### src/rtl/vga_pkg.sv
// Shared types and 640x480@60 timing constants for the VGA scan-out path.
// Optional VGA_SCANOUT_BORDER_EN adds a border flag to the pipeline flags.
package vga_pkg;

    localparam int VGA_H_ACTIVE = 640;
    localparam int VGA_H_FP     = 16;
    localparam int VGA_H_SYNC   = 96;
    localparam int VGA_H_BP     = 48;
    localparam int VGA_V_ACTIVE = 480;
    localparam int VGA_V_FP     = 10;
    localparam int VGA_V_SYNC   = 2;
    localparam int VGA_V_BP     = 33;

    localparam int H_TOTAL = VGA_H_ACTIVE + VGA_H_FP + VGA_H_SYNC + VGA_H_BP;
    localparam int V_TOTAL = VGA_V_ACTIVE + VGA_V_FP + VGA_V_SYNC + VGA_V_BP;

    localparam int FB_ADDR_W = 19;
    localparam int FB_PIXELS = VGA_H_ACTIVE * VGA_V_ACTIVE;

    typedef struct packed {
        logic [2:0] r;
        logic [2:0] g;
        logic [2:0] b;
    } rgb333_t;

    // Per-pixel control that rides alongside the frame-buffer read latency.
    typedef struct packed {
        logic active;
        logic hsync;
        logic vsync;
        logic fstart;
`ifdef VGA_SCANOUT_BORDER_EN
        logic border;
`endif
    } vid_flags_t;

    function automatic vid_flags_t idle_flags();
        vid_flags_t f;
        f       = '0;
        f.hsync = 1'b1;
        f.vsync = 1'b1;
        return f;
    endfunction

endpackage

### src/rtl/vga_timing.sv
// Horizontal/vertical scan counters with sync, active and frame strobes.
// With VGA_SCANOUT_BORDER_EN defined it also flags the outermost active pixels.
module vga_timing
    import vga_pkg::*;
#(
    parameter int H_ACTIVE = VGA_H_ACTIVE,
    parameter int H_FP     = VGA_H_FP,
    parameter int H_SYNC   = VGA_H_SYNC,
    parameter int H_BP     = VGA_H_BP,
    parameter int V_ACTIVE = VGA_V_ACTIVE,
    parameter int V_FP     = VGA_V_FP,
    parameter int V_SYNC   = VGA_V_SYNC,
    parameter int V_BP     = VGA_V_BP
)
(
    input  logic clk,
    input  logic rst_n,
    output logic active_c,
    output logic hsync_c,
    output logic vsync_c,
    output logic fstart_c,
    output logic flip_c
`ifdef VGA_SCANOUT_BORDER_EN
    ,
    output logic border_c
`endif
);

    localparam int H_TOT = H_ACTIVE + H_FP + H_SYNC + H_BP;
    localparam int V_TOT = V_ACTIVE + V_FP + V_SYNC + V_BP;
    localparam int HW    = $clog2(H_TOT);
    localparam int VW    = $clog2(V_TOT);

    localparam logic [HW-1:0] H_LAST   = HW'(H_TOT - 1);
    localparam logic [VW-1:0] V_LAST   = VW'(V_TOT - 1);
    localparam logic [HW-1:0] H_ACT    = HW'(H_ACTIVE);
    localparam logic [VW-1:0] V_ACT    = VW'(V_ACTIVE);
    localparam logic [HW-1:0] HS_FIRST = HW'(H_ACTIVE + H_FP);
    localparam logic [HW-1:0] HS_LAST  = HW'(H_ACTIVE + H_FP + H_SYNC - 1);
    localparam logic [VW-1:0] VS_FIRST = VW'(V_ACTIVE + V_FP);
    localparam logic [VW-1:0] VS_LAST  = VW'(V_ACTIVE + V_FP + V_SYNC - 1);

    logic [HW-1:0] h_q, h_d;
    logic [VW-1:0] v_q, v_d;

    // Next-state for the raster counters; v advances when h wraps.
    always_comb begin
        h_d = h_q;
        v_d = v_q;
        if (h_q == H_LAST) begin
            h_d = '0;
            if (v_q == V_LAST) begin
                v_d = '0;
            end else begin
                v_d = v_q + 1'b1;
            end
        end else begin
            h_d = h_q + 1'b1;
        end
    end

    // Raster counter registers.
    always_ff @(posedge clk or negedge rst_n) begin
        if (!rst_n) begin
            h_q <= '0;
            v_q <= '0;
        end else begin
            h_q <= h_d;
            v_q <= v_d;
        end
    end

    // Counter-stage decode; flip_c marks the first line of vertical blank.
    always_comb begin
        active_c = (h_q < H_ACT) && (v_q < V_ACT);
        hsync_c  = !((h_q >= HS_FIRST) && (h_q <= HS_LAST));
        vsync_c  = !((v_q >= VS_FIRST) && (v_q <= VS_LAST));
        fstart_c = (h_q == '0) && (v_q == '0);
        flip_c   = (h_q == '0) && (v_q == V_ACT);
`ifdef VGA_SCANOUT_BORDER_EN
        border_c = active_c && ((h_q == '0) || (h_q == H_ACT - 1'b1) ||
                                (v_q == '0) || (v_q == V_ACT - 1'b1));
`endif
    end

endmodule

### src/rtl/vga_scanout.sv
// VGA scan-out: frame-buffer reads, tear-free bank flip in vblank, pin alignment.
// Optional VGA_SCANOUT_BORDER_EN forces a white border on the outer active pixels.
module vga_scanout
    import vga_pkg::*;
#(
    parameter int H_ACTIVE   = VGA_H_ACTIVE,
    parameter int H_FP       = VGA_H_FP,
    parameter int H_SYNC     = VGA_H_SYNC,
    parameter int H_BP       = VGA_H_BP,
    parameter int V_ACTIVE   = VGA_V_ACTIVE,
    parameter int V_FP       = VGA_V_FP,
    parameter int V_SYNC     = VGA_V_SYNC,
    parameter int V_BP       = VGA_V_BP,
    parameter int RD_LATENCY = 1
)
(
    input  logic                 clk,
    input  logic                 rst_n,
    input  logic                 swap,
    output logic                 rd_en,
    output logic                 rd_bank,
    output logic [FB_ADDR_W-1:0] rd_addr,
    input  logic [8:0]           rd_data,
    output logic [2:0]           vga_r,
    output logic [2:0]           vga_g,
    output logic [2:0]           vga_b,
    output logic                 hsync,
    output logic                 vsync,
    output logic                 front_bank,
    output logic                 frame_start
);

    logic active_s, hsync_s, vsync_s, fstart_s, flip_s;
`ifdef VGA_SCANOUT_BORDER_EN
    logic border_s;
`endif
    vid_flags_t cnt_flags_s;

    vga_timing #(
        .H_ACTIVE (H_ACTIVE), .H_FP (H_FP), .H_SYNC (H_SYNC), .H_BP (H_BP),
        .V_ACTIVE (V_ACTIVE), .V_FP (V_FP), .V_SYNC (V_SYNC), .V_BP (V_BP)
    ) u_timing (
        .clk      (clk),
        .rst_n    (rst_n),
        .active_c (active_s),
        .hsync_c  (hsync_s),
        .vsync_c  (vsync_s),
        .fstart_c (fstart_s),
        .flip_c   (flip_s)
`ifdef VGA_SCANOUT_BORDER_EN
        ,
        .border_c (border_s)
`endif
    );

    logic                 swap_meta_q, swap_sync_q, swap_prev_q;
    logic                 swap_edge_s;
    logic                 pending_q, pending_d;
    logic                 front_q, front_d;
    logic                 rd_en_q, rd_en_d;
    logic [FB_ADDR_W-1:0] rd_addr_q, rd_addr_d;
    vid_flags_t           pipe_q [0:RD_LATENCY];
    vid_flags_t           pipe_d [0:RD_LATENCY];
    vid_flags_t           tail_s;
    rgb333_t              pix_s;
    rgb333_t              rgb_q, rgb_d;
    logic                 hsync_q, hsync_d, vsync_q, vsync_d, fstart_q, fstart_d;

    // Bundle counter-stage flags for the alignment shift register.
    always_comb begin
        cnt_flags_s        = idle_flags();
        cnt_flags_s.active = active_s;
        cnt_flags_s.hsync  = hsync_s;
        cnt_flags_s.vsync  = vsync_s;
        cnt_flags_s.fstart = fstart_s;
`ifdef VGA_SCANOUT_BORDER_EN
        cnt_flags_s.border = border_s;
`endif
    end

    // Address counter stands in for y*H_ACTIVE+x; swaps coalesce until the flip point.
    always_comb begin
        swap_edge_s = swap_sync_q ^ swap_prev_q;
        rd_en_d     = active_s;
        if (fstart_s) begin
            rd_addr_d = '0;
        end else if (active_s) begin
            rd_addr_d = rd_addr_q + 19'd1;
        end else begin
            rd_addr_d = rd_addr_q;
        end
        if (flip_s) begin
            pending_d = 1'b0;
            if (pending_q || swap_edge_s) begin
                front_d = ~front_q;
            end else begin
                front_d = front_q;
            end
        end else begin
            pending_d = pending_q | swap_edge_s;
            front_d   = front_q;
        end
    end

    // Flags are delayed so they meet rd_data; the tail drives the pin registers.
    always_comb begin
        pipe_d[0] = cnt_flags_s;
        for (int i = 1; i <= RD_LATENCY; i++) begin
            pipe_d[i] = pipe_q[i-1];
        end
        tail_s = pipe_q[RD_LATENCY];
        pix_s  = rgb333_t'(rd_data);
`ifdef VGA_SCANOUT_BORDER_EN
        if (tail_s.border) begin
            pix_s = rgb333_t'(9'h1FF);
        end else begin
            pix_s = rgb333_t'(rd_data);
        end
`endif
        if (tail_s.active) begin
            rgb_d = pix_s;
        end else begin
            rgb_d = rgb333_t'(9'h000);
        end
        hsync_d  = tail_s.hsync;
        vsync_d  = tail_s.vsync;
        fstart_d = tail_s.fstart;
    end

    // Swap synchroniser, bank state, read request and pin registers.
    always_ff @(posedge clk or negedge rst_n) begin
        if (!rst_n) begin
            swap_meta_q <= 1'b0;
            swap_sync_q <= 1'b0;
            swap_prev_q <= 1'b0;
            pending_q   <= 1'b0;
            front_q     <= 1'b0;
            rd_en_q     <= 1'b0;
            rd_addr_q   <= '0;
            for (int i = 0; i <= RD_LATENCY; i++) begin
                pipe_q[i] <= idle_flags();
            end
            rgb_q       <= rgb333_t'(9'h000);
            hsync_q     <= 1'b1;
            vsync_q     <= 1'b1;
            fstart_q    <= 1'b0;
        end else begin
            swap_meta_q <= swap;
            swap_sync_q <= swap_meta_q;
            swap_prev_q <= swap_sync_q;
            pending_q   <= pending_d;
            front_q     <= front_d;
            rd_en_q     <= rd_en_d;
            rd_addr_q   <= rd_addr_d;
            pipe_q      <= pipe_d;
            rgb_q       <= rgb_d;
            hsync_q     <= hsync_d;
            vsync_q     <= vsync_d;
            fstart_q    <= fstart_d;
        end
    end

    assign rd_en       = rd_en_q;
    assign rd_addr     = rd_addr_q;
    assign rd_bank     = front_q;
    assign front_bank  = front_q;
    assign vga_r       = rgb_q.r;
    assign vga_g       = rgb_q.g;
    assign vga_b       = rgb_q.b;
    assign hsync       = hsync_q;
    assign vsync       = vsync_q;
    assign frame_start = fstart_q;

endmodule

### config.mk
export PLATFORM = sky130hd
export DESIGN_NAME = vga_scanout
export DESIGN_NICKNAME = d
export VERILOG_FILES = /design/src/rtl/vga_pkg.sv /design/src/rtl/vga_timing.sv /design/src/rtl/vga_scanout.sv
export SDC_FILE = /design/constraint.sdc
export NUM_CORES = 1
export LEC_CHECK = 0
export BUFFER_PORTS_ARGS = -buffer_cell sky130_fd_sc_hd__clkbuf_2
export CAP_MARGIN = 20
export CORE_ASPECT_RATIO = 0.9
export CORE_MARGIN = 3
export CORE_UTILIZATION = 35
export DETAILED_ROUTE_END_ITERATION = 6
export GPL_ROUTABILITY_DRIVEN = 0
export PLACE_DENSITY_LB_ADDON = 0.08
export REMOVE_ABC_BUFFERS = 1
export SYNTH_ARGS = -nofsm -noshare
export SYNTH_HDL_FRONTEND = slang
export SYNTH_SLANG_ARGS = --single-unit
export TNS_END_PERCENT = 20
### constraint.sdc
create_clock -name clk -period 2 [get_ports clk]
set_input_delay 0.4 -clock clk [delete_from_list [all_inputs] [get_ports clk]]
set_output_delay 0.4 -clock clk [all_outputs]
set_load 0.005 [all_outputs]
==> results of run 1 <==
[worst paths after layout]
kind | startpoint | endpoint | slack (ns) | depth (start not counted)
setup / recovery | rd_addr[1] | rd_addr[12] | 0.07 | 5
hold / removal | rst_n | vga_b[2] | 0.07 | 2
setup reg to reg | rd_addr[1] | rd_addr[12] | 0.07 | 5
hold reg to reg | fstart_d | frame_start | 0.35 | 0
max in group asynchronous | rst_n | pipe_d[1] | 1.61 | 2
min in group clk | swap | swap_meta_q | 0.17 | 1
[state kept, by name, indices dropped and copies added (netlist names), 3 cells and up]
name,cells
pipe_d,4
rd_addr,19
u_timing.h_q,10
u_timing.v_q,10
vga_b,3
vga_g,3
vga_r,3
[cell type report]
class                   instances  share of cell area
repair buffers                 63              0.1086
inverters                      10             0.01065
well taps                      96             0.03408
clock inverters                 6             0.01029
flip-flops and latches         64              0.4565
multi-input cells             191              0.3436
clock buffers                  10             0.03621
[kinds of logic after synthesis]
group,count (synthesis),share of synthesized area
buf+inv,19,0.03323
simple gates,120,0.2326
compound gates,48,0.1019
fa+ha+maj,6,0.02589
xor+xnor,17,0.05136
flops,64,0.5550
[per-layer routing]
layer	vias to the layer above	global-route usage	share of wire
met5	-	0	0
li1	1119	-	-
met1	1088	0.2132	0.52
met4	0	0.04918	0.011
met2	59	0.2048	0.42
met3	8	0.04066	0.048
[power breakdown]
part	total (mW)	switching, mW	internal, mW
Sequential	1.31	0.00387	1.31
Clock	0.928	0.486	0.442
Combinational	0.0568	0.0339	0.0230
Total	2.30	0.524	1.77
[cells in the final DEF (no fill, tap or decap), types with 2 or more instances in the layout]
cell type	Yosys	routed
sky130_fd_sc_hd__a21oi_2	0	3
sky130_fd_sc_hd__buf_12	0	2
sky130_fd_sc_hd__clkinv_2	0	4
sky130_fd_sc_hd__or4_1	12	11
sky130_fd_sc_hd__nand3_1	21	21
sky130_fd_sc_hd__nor4_1	4	4
sky130_fd_sc_hd__and2_1	12	12
sky130_fd_sc_hd__dfstp_2	6	6
sky130_fd_sc_hd__clkbuf_8	0	9
sky130_fd_sc_hd__o21ai_0	9	9
sky130_fd_sc_hd__ha_1	6	5
sky130_fd_sc_hd__nand2_1	15	15
sky130_fd_sc_hd__buf_4	2	15
sky130_fd_sc_hd__xor2_1	11	11
sky130_fd_sc_hd__nand4_1	10	10
sky130_fd_sc_hd__o31ai_1	11	11
sky130_fd_sc_hd__a31oi_1	4	4
sky130_fd_sc_hd__nor4b_1	2	2
sky130_fd_sc_hd__o21ai_1	4	4
sky130_fd_sc_hd__and4_1	2	2
sky130_fd_sc_hd__dfrtp_1	58	58
sky130_fd_sc_hd__clkbuf_2	0	45
sky130_fd_sc_hd__o22ai_1	2	2
sky130_fd_sc_hd__inv_1	10	10
sky130_fd_sc_hd__and3_1	7	7
sky130_fd_sc_hd__or3_1	3	3
sky130_fd_sc_hd__xnor2_1	6	6
sky130_fd_sc_hd__a21oi_1	14	11
sky130_fd_sc_hd__nor2_1	23	23
sky130_fd_sc_hd__nor2b_1	2	2
[stage by stage]
step,total power [mW],hold slack [ns],setup slack [ns]
final,2.296,0.06815,0.07004
after detailed placement,1.395,0.3371,0.1003
after CTS,2.345,0.08045,0.08379
after floorplan,1.343,0.1044,0.02156
after global placement,1.395,0.3347,0.1602
after global routing,2.399,0.08595,-0.009843
[repair_timing]
action / 4_1_cts / 5_1_grt
setup endpoints to repair: 0 / 4
endpoints found under the hold margin: 0 / 0
buffers inserted: 0 / 4
resized for setup: 0 / 5
==> results.txt, run 1 <==
----------------------------------------------------
[Outcome]
  Result of the run ... complete, no violations

[Worst setup path]
  Critical path class ... reg2reg
  Worst path buffer plus inverter count ... 0
  Worst-path cell chain ... ha_2, nand4b_1, or3_4, or4_1, a21oi_2
  Crit-path slowest cell ... sky130_fd_sc_hd__or4_1
  Critical Path Sink Type ... flip-flop
  Maximum single-stage delay on the critical path ... 0.53 ns
  Peak fanout along the critical path ... 7
  CP delay by family, top ... simple AND/OR/NAND/NOR gates
  Required time worst endpoint ... 2.26 ns
  Signal arrival time at the worst endpoint ... 2.19 ns
  CP startpoint kind ... flip-flop

[Yosys]
  Most frequent cells after synthesis ... 58 x sky130_fd_sc_hd__dfrtp_1, 23 x sky130_fd_sc_hd__nor2_1, 21 x sky130_fd_sc_hd__nand3_1
  Library cell with the largest summed area after synthesis ... sky130_fd_sc_hd__dfrtp_1
  Synthesized flop and latch total ... 64
  Biggest area contributors in the synthesized netlist ... sky130_fd_sc_hd__dfrtp_1 50%, sky130_fd_sc_hd__dfstp_2 5.4%, sky130_fd_sc_hd__nand3_1 3.6%, sky130_fd_sc_hd__xor2_1 3.3%, sky130_fd_sc_hd__or4_1 3.1%
  Library cell with the highest instance count after synthesis ... sky130_fd_sc_hd__dfrtp_1
  Mapped cell area ... 0.002899 mm²
  Count of yosys warnings during synthesis ... 0
  Synthesized instance count ... 274
  Proportion of synthesized flip-flops having asynchronous set or reset ... 1.000
  Share of the synthesized area in the top cell type ... 0.5006
  Mean cell area of the mapped netlist ... 10.58 µm²
  Number of synthesized flops with an enable pin ... 0
  Synth unique cells ... 39
  Portion of the post-synthesis area used by sequential elements ... 0.5550
  Leading register cell type out of synthesis ... sky130_fd_sc_hd__dfrtp_1

[Global routing]
  Final global-route overflow total ... 0
  Largest net degree at the start of global routing ... 65
  Global-route wire length before repair ... 10,640 µm
  Aggregate global-route resource usage ... 0.1452
  Initial antenna violation count ... 0
  Vias in the first global route ... 2,151

[Clock network]
  CTS Root Buffer Type ... sky130_fd_sc_hd__clkbuf_8
  CTS tree ... built
  Number of clock buffers inserted by TritonCTS ... 9
  Num Clock Sinks ... 64
  Clk slew on worst S/H paths ... 0.07 ns
  Level count of the clock H-tree ... 3
  Clock insertion delay at the later pin of the skew report ... 0.33 ns
  Number of buffers between clock root and the deepest sink ... 2
  Hold_buf cts ... 0

[STA]
  Accumulated negative setup slack ... 0 ns
  Setup-violating endpoint count in the final report ... 0
  Post-Route Skew ... 0.007659 ns
  Setup repair after global routing missed its margin ... true
  Final-report hold violation count ... 0
  Final critical-path share of the clock period ... 0.9650
  Max Transition Viols Final ... 0
  Clock period minus final worst setup slack ... 1.930 ns
  Slew margin rel. ... 0.7192
  Max Clock Freq ... 518.1 MHz
  Slew at the pin closest to its max-slew limit ... 0.4153 ns

[Die]
  Initial Util ... 0.3713
  Ports placed on the boundary ... 46
  Core area ... 0.007807 mm²
  Area of the die ... 0.009413 mm²
  Die width ... 101.9 µm
  Height of the die ... 92.34 µm
  Floorplan row count ... 30

[Routing]
  Number of optimization iterations in the first detailed-route pass ... 4
  Routed via count divided by cell count ... 5.168
  Wirelength, routed ... 6522 µm
  Total number of vias ... 2,274
  Iteration-0 DRC count of the detailed router ... 75
  Drt drc ... 0
  Antenna viol nets, final ... 0
  Post-detailed-route wirelength per cell ... 14.82 µm

[Placement]
  Total placed cells including tap cells ... 420
  Half-perimeter wire length of the detailed placement result ... 4415 µm
  Post-detailed-placement cell area ... 0.003316 mm²
  Port buffer count ... 45

[Layout]
  Fraction of final layout cells sized beyond drive strength 1 ... 0.2703
  Multi-input logic area ... 0.001211 mm²
  Final net count ... 357
  Fin cells ... 440
  Core Util, Final ... 0.4514
  ANT cells ... 0
  Area of all sequential standard cells ... 0.001609 mm²
  P&R area growth vs syn ... 21.58%
  Fill cell count ... 768
  Fin area ... 0.003525 mm²

[Worst hold path]
  Hold Crit Class ... in2async

[Pwr]
  Power density over the cells ... 651.4 mW/mm²
  Peak ir drop on the vdd network ... 253.1 µV
  Leakage power summed over all cells ... 1.585 nW

[Job]
  Number of max-cap violations ... 0

----------------------------------------------------
No activity file was read; power rests on OpenSTA's default activity.
==> run 2: changes to the inputs <==
- ABC_AREA: not set -> 1
==> run 2 against run 1 <==
Cell count grew 23%; core utilization shrank 0.67 points; highest routed layer unchanged; largest power group unchanged; count of clock-buffer cells in the layout shrank 1; clock skew grew 0.0010 ns; clock power grew 37%; flip-flop and latch count is the same; sequential power is essentially flat; global-route usage shrank 0.11 points; routed wire length grew 2.1%; setup slack gained 0.17 ns; first-iteration DRC count grew 92%; register-to-register slack gained 0.17 ns.
==> results.txt, run 2 <==
----------------------------------------------------
[Layout]
  Fraction of final layout cells sized beyond drive strength 1 ... 0.1963 (-0.07409)
  Flip-flop count of the largest register after layout ... 19 (unchanged)
  P&R area growth vs syn ... 19.28%
  Fill cell count ... 851 (+11%)
  Leading cell types in the layout, fill and taps excluded ... 83 x sky130_fd_sc_hd__nand2_1, 58 x sky130_fd_sc_hd__dfrtp_1, 53 x sky130_fd_sc_hd__inv_1, 47 x sky130_fd_sc_hd__nor2_1, 44 x sky130_fd_sc_hd__clkbuf_2
  ANT cells ... 0 (unchanged)
  Final net count ... 441 (+24%)
  Most common cell after layout, fill and taps aside ... sky130_fd_sc_hd__nand2_1
  Fin cells ... 543 (+23%)

[Die]
  Core area ... 0.008339 mm² (+6.8%)
  Floorplan row count ... 31 (+3.3%)
  Initial Util ... 0.3728 (+0.001529)
  Height of the die ... 95.42 µm (+3.3%)
  Area of the die ... 0.01005 mm² (+6.8%)
  Ports placed on the boundary ... 46 (unchanged)
  Die width ... 105.4 µm (+3.4%)

[Yosys]
  Biggest area contributors in the synthesized netlist ... sky130_fd_sc_hd__dfrtp_1 47%, sky130_fd_sc_hd__nand2_1 10%, sky130_fd_sc_hd__inv_1 6.4%, sky130_fd_sc_hd__nor2_1 5.7%, sky130_fd_sc_hd__dfstp_2 5.1%
  Portion of the post-synthesis area used by sequential elements ... 0.5175 (-0.03752)
  Count of yosys warnings during synthesis ... 0 (unchanged)
  Mean cell area of the mapped netlist ... 8.426 µm² (-20%)
  Number of synthesized flops with an enable pin ... 0 (unchanged)
  Leading register cell type out of synthesis ... sky130_fd_sc_hd__dfrtp_1
  Library cell with the largest summed area after synthesis ... sky130_fd_sc_hd__dfrtp_1
  Mapped cell area ... 0.003109 mm² (+7.3%)
  Library cell with the highest instance count after synthesis ... sky130_fd_sc_hd__nand2_1
  Synth unique cells ... 37 (-5.1%)
  Proportion of synthesized flip-flops having asynchronous set or reset ... 1.000 (unchanged)
  Share of the synthesized area in the top cell type ... 0.4668 (-0.03385)
  Most frequent cells after synthesis ... 83 x sky130_fd_sc_hd__nand2_1, 58 x sky130_fd_sc_hd__dfrtp_1, 53 x sky130_fd_sc_hd__inv_1
  Synthesized flop and latch total ... 64 (unchanged)
  Synthesized instance count ... 369 (+35%)

[Global routing]
  Global-route wire length before repair ... 11,360 µm (+6.7%)
  Vias in the first global route ... 2,356 (+9.5%)
  Largest net degree at the start of global routing ... 50 (-23%)
  Initial antenna violation count ... 0 (unchanged)
  Final global-route overflow total ... 0 (unchanged)
  Aggregate global-route resource usage ... 0.1440 (-0.001148)

[Routing]
  Total number of vias ... 2,505 (+10%)
  Number of optimization iterations in the first detailed-route pass ... 4 (unchanged)
  Post-detailed-route wirelength per cell ... 12.27 µm (-17%)
  Routed via count divided by cell count ... 4.613 (-11%)
  Wirelength, routed ... 6660 µm (+2.1%)
  Drt drc ... 0 (unchanged)
  Antenna viol nets, final ... 0 (unchanged)
  Iteration-0 DRC count of the detailed router ... 144 (+92%)

[Worst setup path]
  Signal arrival time at the worst endpoint ... 2.00 ns (-0.19 ns)
  CP startpoint kind ... flip-flop
  Critical Path Sink Type ... flip-flop
  Critical path class ... reg2reg
  Peak fanout along the critical path ... 17 (+10)
  Required time worst endpoint ... 2.24 ns (-0.02 ns)

[Placement]
  Half-perimeter wire length of the detailed placement result ... 4740 µm (+7.3%)
  Total placed cells including tap cells ... 526 (+25%)
  Port buffer count ... 45 (unchanged)

[STA]
  Final critical-path share of the clock period ... 0.8818 (-0.08320)
  Max Transition Viols Final ... 0 (unchanged)
  Slew at the pin closest to its max-slew limit ... 0.4250 ns (+0.009684 ns)
  Accumulated negative setup slack ... 0 ns (unchanged)
  Setup-violating endpoint count in the final report ... 0 (unchanged)
  Final-report hold violation count ... 0 (unchanged)
  Slew margin rel. ... 0.7160 (-0.003228)
  Clock period minus final worst setup slack ... 1.764 ns (-0.1664 ns)
  Setup repair after global routing missed its margin ... false
  Max Clock Freq ... 567.0 MHz (+9.4%)
  Post-Route Skew ... 0.008704 ns (+0.001046 ns)

[Clock network]
  Clock insertion delay at the later pin of the skew report ... 0.35 ns (+0.02 ns)
  Num Clock Sinks ... 64 (unchanged)
  Number of clock buffers inserted by TritonCTS ... 9 (unchanged)
  Clk slew on worst S/H paths ... 0.08 ns (about the same)
  Level count of the clock H-tree ... 3 (unchanged)
  Buffer count from post-CTS setup fixing ... 0 (unchanged)
  Number of buffers between clock root and the deepest sink ... 2 (unchanged)
  CTS Root Buffer Type ... sky130_fd_sc_hd__clkbuf_8
  CTS tree ... built

[Pwr]
  Leakage power summed over all cells ... 1.871 nW (+18%)
  Power density over the cells ... 710.8 mW/mm² (+9.1%)
  Peak ir drop on the vdd network ... 363.8 µV (+44%)

[Outcome]
  Result of the run ... complete, no violations

[Job]
  Number of max-cap violations ... 0 (unchanged)

[Worst hold path]
  Hold Crit Class ... in2reg

----------------------------------------------------
[run 2: cell count changes after synthesis, sizes merged, moves of 7 or more]
| cell | previous run | this run |
|---|---|---|
| inv | 10 | 54 |
| nor3 | 1 | 13 |
| nor2 | 23 | 50 |
| and2 | 12 | 0 |
| o31ai | 11 | 0 |
| or4 | 12 | 0 |
| nand2 | 15 | 85 |
| nand3 | 22 | 29 |
[run 2: cells by family (layout without fill, tap and decap cells)]
| kind of cell | Yosys count | in the layout | synth area share |
|---|---|---|---|
| xor gates and xnor gates | 12 | 12 | 0.03380 |
| adders and majority gates | 6 | 6 | 0.02414 |
| DFF | 64 | 64 | 0.5175 |
| AOI/OAI and AO/OA | 33 | 33 | 0.06077 |
| buffers and inverters | 59 | 118 | 0.07645 |
| and+or+nand+nor | 195 | 195 | 0.2873 |
[run 2: path summary, 6_finish.rpt]
path / from / end / slack [ns] / cells after the start
setup / recovery: u_timing.v_q[9] / rd_addr[17] / 0.24 / 8
hold / removal: swap / swap_meta_q / 0.17 / 1
setup reg to reg: u_timing.v_q[9] / rd_addr[17] / 0.24 / 8
hold reg to reg: fstart_d / frame_start / 0.34 / 0
max in group asynchronous: rst_n / vsync_d / 0.83 / 3
min in group asynchronous: rst_n / u_timing.v_q[8] / 0.52 / 2
[run 2: through the flow]
stage	setup WS, ns	util	hold slack [ns]	total power [mW]	instance area (µm²)
4_1_cts	0.2455	0.4447	0.1594	2.680	3709
3_3_place_gp	0.3149	0.4162	0.3333	1.396	3471
3_5_place_dp	0.2697	0.4162	0.3358	1.396	3471
2_1_floorplan	0.4576	-	0.1044	1.343	3074
6_report	0.2364	0.4447	0.1666	2.636	3709
5_1_grt	0.05638	0.4447	0.1481	2.752	3709
[run 2: critical path, cell delays in order (launching register included)]
cell and delay [ns]:
sky130_fd_sc_hd__dfrtp_1 0.42, sky130_fd_sc_hd__inv_1 0.18, sky130_fd_sc_hd__nand3_1 0.15, sky130_fd_sc_hd__nor2_4 0.37, sky130_fd_sc_hd__nand2_2 0.12, sky130_fd_sc_hd__nor2_1 0.20, sky130_fd_sc_hd__nand3_1 0.09, sky130_fd_sc_hd__nand2_1 0.07
sky130_fd_sc_hd__nor2_1 0.05
[run 2: where the power goes]
| group | total, mW | internal [mW] | leakage [nW] | switching [mW] |
|---|---|---|---|---|
| clock | 1.27 | 0.716 | 0.114 | 0.551 |
| combinational | 0.0595 | 0.0222 | 0.951 | 0.0373 |
| sequential | 1.31 | 1.31 | 0.806 | 0.00338 |
[run 2: repair_timing]
item | CTS | global route
gates resized for setup | 0 | 0
setup endpoints to repair | 0 | 0
hold endpoints to repair | 15 | 0
hold buffers | 1 | 0
[run 2: layer usage]
layer  vias to the layer above  wire length (µm)  track usage
li1                       1288                 -            -
met1                      1162              3443       0.2004
met2                        49              2834       0.2118
met3                         6               309      0.04942
met4                         0                73      0.04372
met5                         -                 0            0
[run 2: area by class of cell]
class | instances | area, µm² | share of cell area
Sequential cell | 64 | 1609 | 0.4339
Multi-Input combinational cell | 246 | 1262 | 0.3404
Timing Repair Buffer | 48 | 262.8 | 0.07085
Inverter | 54 | 202.7 | 0.05466
Tap cell | 115 | 143.9 | 0.03880
Clock buffer | 9 | 123.9 | 0.03340
Clock inverter | 7 | 103.9 | 0.02800
